File: config.mk
export PLATFORM = sky130hd
export DESIGN_NAME = serial_parity_frame
export DESIGN_NICKNAME = d
export VERILOG_FILES = /design/src/rtl/serial_parity_frame.sv
export SDC_FILE = /design/constraint.sdc
export NUM_CORES = 1
export LEC_CHECK = 0
export CORE_AREA = 2 2 47 49
export CTS_CLUSTER_SIZE = 10
export DETAILED_ROUTE_END_ITERATION = 16
export DIE_AREA = 0 0 49 51
export GPL_ROUTABILITY_DRIVEN = 0
export PLACE_DENSITY = 0.76
export SYNTH_ARGS = -nofsm -noshare
export SYNTH_HDL_FRONTEND = slang
export SYNTH_SLANG_ARGS = --single-unit
File: constraint.sdc
create_clock -name clk -period 3.35 [get_ports clk]
set_clock_uncertainty 0.1 [all_clocks]
set_input_delay 0.67 -clock clk [delete_from_list [all_inputs] [get_ports clk]]
set_output_delay 0.67 -clock clk [all_outputs]
set_load 0.03 [all_outputs]
File: src/rtl/serial_parity_frame.sv
// serial_parity_frame: framed serial parity checker (DATA_BITS data + 1 parity).
// In: clk, rst_n, x, x_valid, sync, odd_mode. Out: z, expected_p, frame_done,
// parity_err, err_count (saturating), in_parity.
module serial_parity_frame #(
  parameter int DATA_BITS = 8,
  parameter int CNT_W     = 8
) (
  input  logic             clk,
  input  logic             rst_n,
  input  logic             x,
  input  logic             x_valid,
  input  logic             sync,
  input  logic             odd_mode,
  output logic             z,
  output logic             expected_p,
  output logic             frame_done,
  output logic             parity_err,
  output logic [CNT_W-1:0] err_count,
  output logic             in_parity
);

  localparam int BW = (DATA_BITS > 1) ? $clog2(DATA_BITS) : 1;

  localparam logic [0:0] S_DATA = 1'b0;
  localparam logic [0:0] S_PAR  = 1'b1;

  localparam logic [BW-1:0] LAST = BW'(DATA_BITS - 1);

  logic [0:0]       r_state;
  logic [BW-1:0]    r_bcnt;
  logic             r_z;
  logic             r_done;
  logic             r_err;
  logic [CNT_W-1:0] r_cnt;

  logic             w_err;
  logic             w_sat;

  assign w_err = r_z ^ x ^ odd_mode;
  assign w_sat = &r_cnt;

  always_ff @(posedge clk or negedge rst_n) begin
    if (!rst_n) begin
      r_state <= S_DATA;
      r_bcnt  <= '0;
      r_z     <= 1'b0;
      r_done  <= 1'b0;
      r_err   <= 1'b0;
      r_cnt   <= '0;
    end else begin
      r_done <= 1'b0;
      r_err  <= 1'b0;
      // sync wins over a bit presented on the same edge
      if (sync) begin
        r_state <= S_DATA;
        r_bcnt  <= '0;
        r_z     <= 1'b0;
      end else if (x_valid) begin
        unique case (1'b1)
          (r_state == S_DATA): begin
            r_z <= r_z ^ x;
            if (r_bcnt == LAST) begin
              r_bcnt  <= '0;
              r_state <= S_PAR;
            end else begin
              r_bcnt <= r_bcnt + BW'(1);
            end
          end
          (r_state == S_PAR): begin
            r_done <= 1'b1;
            r_err  <= w_err;
            if (w_err && !w_sat) begin
              r_cnt <= r_cnt + CNT_W'(1);
            end
            r_z     <= 1'b0;
            r_state <= S_DATA;
          end
          default: begin
            r_state <= S_DATA;
          end
        endcase
      end
    end
  end

  assign z          = r_z;
  assign expected_p = r_z ^ odd_mode;
  assign frame_done = r_done;
  assign parity_err = r_err;
  assign err_count  = r_cnt;
  assign in_parity  = (r_state == S_PAR);

endmodule

Word level (Yosys, flattened, before mapping)
Index checks and enable logic that the tools add are counted.
{ "op_classes": {"reduce_logical": 6, "add_sub_neg": 2, "bitwise_logic": 5, "eq_ne": 2, "n_mux": 17} }
{ "ops": {"columns": ["operator", "n"], "rows": [
  ["1-bit two-way mux", 12],
  ["3-bit two-way mux", 4],
  ["8-bit by 1-bit adder with 8-bit output, second input constant", 1],
  ["8-bit AND reduction", 1],
  ["4-bit AND reduction", 1],
  ["3-bit by 1-bit adder with 3-bit output, second input constant", 1],
  ["3-bit == test, second input constant", 1],
  ["1-bit XOR", 3],
  ["2-bit inequality test, second input constant", 1],
  ["1-bit NOT", 2],
  ["1-bit one-hot mux with 2 select lines", 1],
  ["2-bit AND reduction", 1],
  ["2-bit nonzero test", 1],
  ["1-bit logical AND", 1],
  ["1-bit zero test", 1]
]} }
{ "totals": {"output_inout_bits": 13, "in_bits": 6, "ff_bits": 15, "wordCells": 38} }

Longest topological paths before layout
Gate-level depths: netlist (run 1).
{ "depth": {"ltp_word": 5, "ltp_mapped": 5, "mapped_depth_nobuf": 5} }

Worst setup path before layout (run 1)
OpenSTA, ideal clock, no wires.
{ "synth_path": {"path_kind": "in2reg", "from": "input port x", "to": "register r_cnt[7] (netlist: err_count[7])", "t_required_ns": 3.122, "path_slack_ns": 1.359, "cell_stages": 3, "setup_time_ns": 0.128, "n_path_buf": 0, "arrival_time_ns": 1.764, "path_cell_list": "xnor3_2 > nor4_2 > mux2_1"} }
{ "synth_between": {"elab_chain_len": 4} }
{ "synth_rtl": {"columns": ["item", "line_no", "source"], "rows": [
  ["start: declaration", "10", "input logic x,"],
  ["1-bit XOR (2 in series)", "39", "assign w_err = r_z ^ x ^ odd_mode;"],
  ["1-bit logical AND", "72", "if (w_err && !w_sat) begin"],
  ["4-bit AND reduction (no source line)", null, null],
  ["end signal: assignment", "73", "r_cnt <= r_cnt + CNT_W'(1);"],
  ["end: declaration", "34", "logic [CNT_W-1:0] r_cnt;"]
]} }
No other way between the ends.
A chain may end at the register's enable or synchronous reset.

Final worst setup path (run 1)
{ "layout_path": {"from": "input port odd_mode", "to": "output port expected_p"} }
{ "layout_between": {"elab_chain_len": 1} }
{ "layout_rtl": {"columns": ["item", "line_no", "source"], "rows": [
  ["start: declaration", "13", "input logic odd_mode,"],
  ["1-bit XOR", "87", "assign expected_p = r_z ^ odd_mode;"],
  ["end: declaration", "15", "output logic expected_p,"]
]} }
No other way between the ends.

==> results of run 1 <==
==> area by class of cell <==
cell class,count,area [um^2]
Fill cell,200,1010
Multi-Input combinational cell,52,425
Sequential cell,15,375
Timing Repair Buffer,18,180
Tap cell,28,35.0
Clock buffer,4,26.3
Inverter,2,7.51
==> synth_stat cells (all sizes together) <==
master,count
nand2,4
nor2,7
xnor3,1
nor2b,3
nor4,3
a2111oi,1
a21oi,2
nand2b,1
nand4,1
o21ai,3
inv,2
nor3,1
nand3b,2
clkbuf,1
mux2i,4
nor3b,1
ha,3
nand3,4
dfrtp,15
a211oi,1
and4,1
mux2,5
and3,1
xor2,3
==> state kept, by name, indices dropped and copies added (netlist names) <==
register,count
err_count,8
r_bcnt,3
frame_done,1
in_parity,1
parity_err,1
z,1
==> tightest hold or removal path, cell delays in order (launching register included) <==
cell	delay (ns)
dfrtp_1	0.36
mux2i_1	0.07
nor2_1	0.09
==> kinds of logic (layout without fill, tap and decap cells) <==
family          after synthesis  in the layout  share of synthesized area (%)
mux                           9              9                           11.9
fa+ha+maj                     3              3                           4.62
simple gates                 29             29                           21.7
compound gates                7              7                           8.01
flops                        15             15                           46.2
buf+inv                       3             24                           1.39
xor+xnor                      4              4                           6.16
==> per-layer routing <==
layer  routed length (um)  part of all wire (%)  vias to the layer above
met1                  710                    46                      298
met4                    0                     0                        0
li1                     -                     -                      295
met2                  747                    49                       20
met5                    0                     0                        -
met3                   74                   4.8                        0
==> worst min path at each step <==
stage | slack (ns) | endpoint | depth (start not counted) | start
4_1_cts | 0.45 | r_bcnt[2] | 2 | r_bcnt[2]
6_report | 0.45 | r_bcnt[2] | 2 | r_bcnt[2]
5_1_grt | 0.49 | err_count[3] | 1 | err_count[3]
3_5_place_dp | 0.43 | r_bcnt[2] | 2 | r_bcnt[2]
2_1_floorplan | 0.27 | err_count[0] | 0 | rst_n
3_3_place_gp | 0.41 | r_bcnt[1] | 2 | r_bcnt[1]
==> power groups by stage <==
stage                     Sequential (mW)  Combinational (mW)  Clock [mW]
after floorplan                     0.191              0.0225           0
after global placement              0.190              0.0414           0
after detailed placement            0.190              0.0433           0
after CTS                           0.187              0.0433       0.104
after global routing                0.187              0.0458       0.112
final                               0.187              0.0422       0.101
==> stage by stage <==
| step | cells | utilization, % | area (um^2) | hold slack [ns] | worst slack, ns |
|---|---|---|---|---|---|
| 6_report | 119 | 50.9 | 1050 | 0.446 | 0.583 |
| 3_3_place_gp | 115 | 49.6 | 1020 | 0.414 | 0.588 |
| 2_1_floorplan | 70 | - | 812 | 0.274 | 1.36 |
| 5_1_grt | 119 | 50.9 | 1050 | 0.492 | 0.522 |
| 3_5_place_dp | 115 | 49.6 | 1020 | 0.429 | 0.581 |
| 4_1_cts | 119 | 50.9 | 1050 | 0.449 | 0.576 |
==> cells in the final DEF (no fill, tap or decap), types with 4 or more instances in the layout <==
cell and instances:
clkdlybuf4s50_1 18, dfrtp_1 15, mux2_1 5, mux2i_1 4, nand2_1 4, nand3_1 4, nor2_1 7
==> impl_metrics.json, run 1 <==
{
  "grt_pass1_wl_um": 2700,
  "r2r-end": "err_count[1]",
  "drt_iter0_markers": 18,
  "tns_ns": 0,
  "status": "completed",
  "hold_viol": 0,
  "antenna_found_initial": 0,
  "setup_viol": 0,
  "cts-resized-gates": 0,
  "critPathTopFamily": "buffers and inverters",
  "vias_per_cell": 5.15,
  "p_per_area_nw_per_um2": 314,
  "synth_cells": 70,
  "crit_type": "primary input to primary output",
  "pwr-share-clk_pct": 30.5,
  "min_period_ns": 2.77,
  "p_comb_share_pct": 12.8,
  "drive_above_1_share_pct": 11.0,
  "num_rows": 17,
  "ant_nets": 0,
  "yosysSeqAreaShare_pct": 46.2,
  "endpoint": "expected_p",
  "leakage_nw": 0.469,
  "grt_util_met3_pct": 2.63,
  "r2r_cells": 4,
  "grt_use_met1_pct": 17.1,
  "wl_um": 1530,
  "cp.required_ns": 2.58,
  "ys_top_cells_by_area": "dfrtp_1, mux2_1, mux2i_1, ha_1, nor4_2",
  "period_share_pct": 82.6,
  "grt_overflow_total": 0,
  "slowest_stage": "clkdlybuf4s50_1",
  "hold_buffers": 0,
  "track_usage_pct": 13.7,
  "cts_buffers": 3,
  "route.vias.total": 613,
  "reg2reg_setup_slack_ns": 1.52,
  "tightestPinTransition_ns": 0.650,
  "cpMostUsedCell": "clkdlybuf4s50_1",
  "root_buffer": "clkbuf_4",
  "synth_top_area_cell": "dfrtp_1",
  "hp-class": "register to register",
  "power_mw": 0.329,
  "place.port_buffers": 18,
  "ys_ff_latch": 15,
  "start_kind": "primary input",
  "yosysUniqueCellTypes": 25,
  "clkTransAtPathRegs_ns": 0.08,
  "grt_pass1_vias": 650,
  "rsz0062_at_grt": "false",
  "syn_nets": 79,
  "syn-cell-area_um2": 812,
  "dr.pass1.iters": 4,
  "die_y_um": 51,
  "slew_violations": 0,
  "drt-wirelength-per-cell_um": 12.9,
  "seq_power_share_pct": 56.7,
  "clock_sinks": 15,
  "cp-end-kind": "primary output",
  "tritoncts": "done",
  "internal_power_mw": 0.249,
  "use_met2_pct": 23.7,
  "cp_data_arrival_time_ns": 2.00,
  "switchingPower_mw": 0.0805,
  "nNetsFinal": 101,
  "clockBufferDepth": 2,
  "cpPeakStageDelay_ns": 0.68,
  "die_area_um2": 2500,
  "top_usage_layer": "met2",
  "areaGrowthSynthToFinish_pct": 29.3,
  "hpwl_um": 1170,
  "crit_cells": 3,
  "max_freq_ghz": 0.361,
  "die_w_um": 49,
  "worstPathMaxFanout": 2,
  "crit_buf_inv": 2,
  "swShare_pct": 24.4,
  "slew_headroom_pct": 56.6,
  "timing.critical_path.cells": "clkdlybuf4s50_1 > xor2_1 > clkdlybuf4s50_1",
  "ios": 19,
  "clkLatencyLatePin_ns": 0.28,
  "coreArea_um2": 2060,
  "syn_avg_cell_area_um2": 11.6,
  "timing.max_cap.violations": 0,
  "drc": 0,
  "ys_warn_count": 0,
  "grt_max_degree": 16,
  "initial_core_util_pct": 39.4,
  "critPathLaunch": "odd_mode",
  "ir_worst_vdd_v": 0.000197,
  "post_cts_buffers": 0,
  "antennaDiodeCount": 0,
  "r2r_start": "err_count[0]",
  "synth_top_area_share_pct": 46.2,
  "h-tree-depth": 1
}
Note: power is estimated with default switching activity, not from simulation.
==> run 2, diff against run 1 <==
--- a/config.mk
+++ b/config.mk
@@ -10,7 +10,7 @@
 export DETAILED_ROUTE_END_ITERATION = 16
 export DIE_AREA = 0 0 49 51
 export GPL_ROUTABILITY_DRIVEN = 0
-export PLACE_DENSITY = 0.76
+export PLACE_DENSITY = 0.78
 export SYNTH_ARGS = -nofsm -noshare
 export SYNTH_HDL_FRONTEND = slang
 export SYNTH_SLANG_ARGS = --single-unit
==> constraint.sdc (replaced) <==
create_clock -name clk -period 2.3 [get_ports clk]
set_clock_uncertainty 0.1 [all_clocks]
set_input_delay 0.46 -clock clk [delete_from_list [all_inputs] [get_ports clk]]
set_output_delay 0.46 -clock clk [all_outputs]
set_load 0.03 [all_outputs]
==> run 2 against run 1 <==
Effect of this change:
- wire length grew 11%
- sequential share of layout area shrank 0.71 points
- power grew 48%
- sequential power grew 45%
- flip-flop and latch count is the same
- final cell count grew 2.5%
==> impl_metrics.json, run 2 (synthesis results as in run 1) <==
{
  "status": "completed",
  "cts_buffers": 3,
  "die_y_um": 51,
  "grt_max_degree": 16,
  "grt_pass1_wl_um": 3030,
  "track_usage_pct": 15.8,
  "hpwl_um": 1240,
  "final_common_cell": "clkdlybuf4s50_1",
  "cp.required_ns": 2.37,
  "dr.pass1.iters": 5,
  "post_cts_buffers": 0,
  "fin_util_pct": 51.9,
  "start_kind": "primary input",
  "p_per_area_nw_per_um2": 454,
  "hold_viol": 0,
  "clkLatencyLatePin_ns": 0.29,
  "place_area_um2": 1040,
  "r2r-end": "err_count[7]",
  "ant_nets": 0,
  "slew_violations": 0,
  "r2r_start": "z",
  "antenna_found_initial": 0,
  "h-tree-depth": 1,
  "rsz0062_at_grt": "false",
  "timing.max_cap.violations": 0,
  "num_rows": 17,
  "drt-wirelength-per-cell_um": 14.0,
  "reg2reg_setup_slack_ns": 0.47,
  "r2r_cells": 3,
  "tritoncts": "done",
  "ios": 19,
  "die_area_um2": 2500,
  "slew_headroom_pct": 54.7,
  "final_area_um2": 1070,
  "antennaDiodeCount": 0,
  "endpoint": "err_count[7]",
  "ir_worst_vdd_v": 0.000247,
  "crit_type": "primary input to register",
  "grt_pass1_vias": 709,
  "cp_data_arrival_time_ns": 2.18,
  "tightestPinTransition_ns": 0.677,
  "hp-class": "register to register",
  "dp.cells": 118,
  "critPathLaunch": "x",
  "worstPathMaxFanout": 8,
  "fin_cells": 122,
  "period_share_pct": 91.5,
  "grt_overflow_total": 0,
  "mostFrequentLayoutCells": "clkdlybuf4s50_1, dfrtp_1, nor2_1",
  "drc": 0,
  "clockBufferDepth": 2,
  "leakage_nw": 0.488,
  "cp-end-kind": "register",
  "nNetsFinal": 104,
  "drive_above_1_share_pct": 16.0,
  "areaGrowthSynthToFinish_pct": 31.9,
  "min_period_ns": 2.10,
  "route.vias.total": 640,
  "power_mw": 0.487,
  "die_w_um": 49,
  "fillers": 205,
  "drt_iter0_markers": 4,
  "wl_um": 1710,
  "clock_sinks": 15,
  "vias_per_cell": 5.25,
  "cts-resized-gates": 0,
  "hold_buffers": 0,
  "clkTransAtPathRegs_ns": 0.09,
  "initial_core_util_pct": 39.4,
  "root_buffer": "clkbuf_4",
  "place.port_buffers": 18,
  "coreArea_um2": 2060,
  "largest_reg_flops": 8,
  "max_freq_ghz": 0.475,
  "setup_viol": 0
}
[run 2: cell count changes in the layout (fill, tap and decap cells not counted)]
cell and delta:
clkinv_2 +1, clkdlybuf4s50_1 -1, clkbuf_1 -1, buf_4 +4
[run 2: critical path: stages]
cell	delay [ns]
clkdlybuf4s50_1	0.50
xnor3_2	0.53
nor4_2	0.32
mux2_1	0.36
[run 2: per-layer routing]
metal  part of all wire (%)  vias to the layer above  track usage, %
met5                      0                        -               0
met4                    1.2                        0            5.24
met2                     51                       23            29.9
li1                       -                      303               -
met1                     42                      311            17.5
met3                    5.3                        3            3.22
[run 2: through the flow]
stage / setup slack [ns] / setup TNS, ns / hold slack, ns
after floorplan: 0.403 / 0 / 0.0644
after global placement: -0.0173 / -0.0402 / 0.418
after detailed placement: -0.0779 / -0.251 / 0.439
after CTS: 0.181 / 0 / 0.458
after global routing: 0.158 / 0 / 0.501
final: 0.196 / 0 / 0.462
[run 2: worst min-delay path by stage]
| stage | endpoint | from | cells after the start | slack, ns |
|---|---|---|---|---|
| floorplan | err_count[0] | rst_n | 0 | 0.06 |
| global route | r_bcnt[0] | r_bcnt[0] | 2 | 0.50 |
| CTS | err_count[3] | err_count[3] | 1 | 0.46 |
| finish | r_bcnt[1] | r_bcnt[1] | 2 | 0.46 |
| global placement | r_bcnt[1] | r_bcnt[1] | 2 | 0.42 |
| detailed placement | err_count[3] | err_count[3] | 1 | 0.44 |
[run 2: final cells by class]
class / instances / area [um^2] / share of cell area, %
inverters: 2 / 7.51 / 0.701
repair buffers: 21 / 200 / 18.7
clock buffers: 3 / 22.5 / 2.10
flip-flops and latches: 15 / 375 / 35.0
clock inverters: 1 / 5.00 / 0.467
well taps: 28 / 35.0 / 3.27
multi-input cells: 52 / 425 / 39.7
[run 2: report_power, final]
| part | internal [mW] | switching, mW |
|---|---|---|
| clock network | 0.0646 | 0.0842 |
| registers | 0.268 | 0.00376 |
| logic | 0.0312 | 0.0351 |
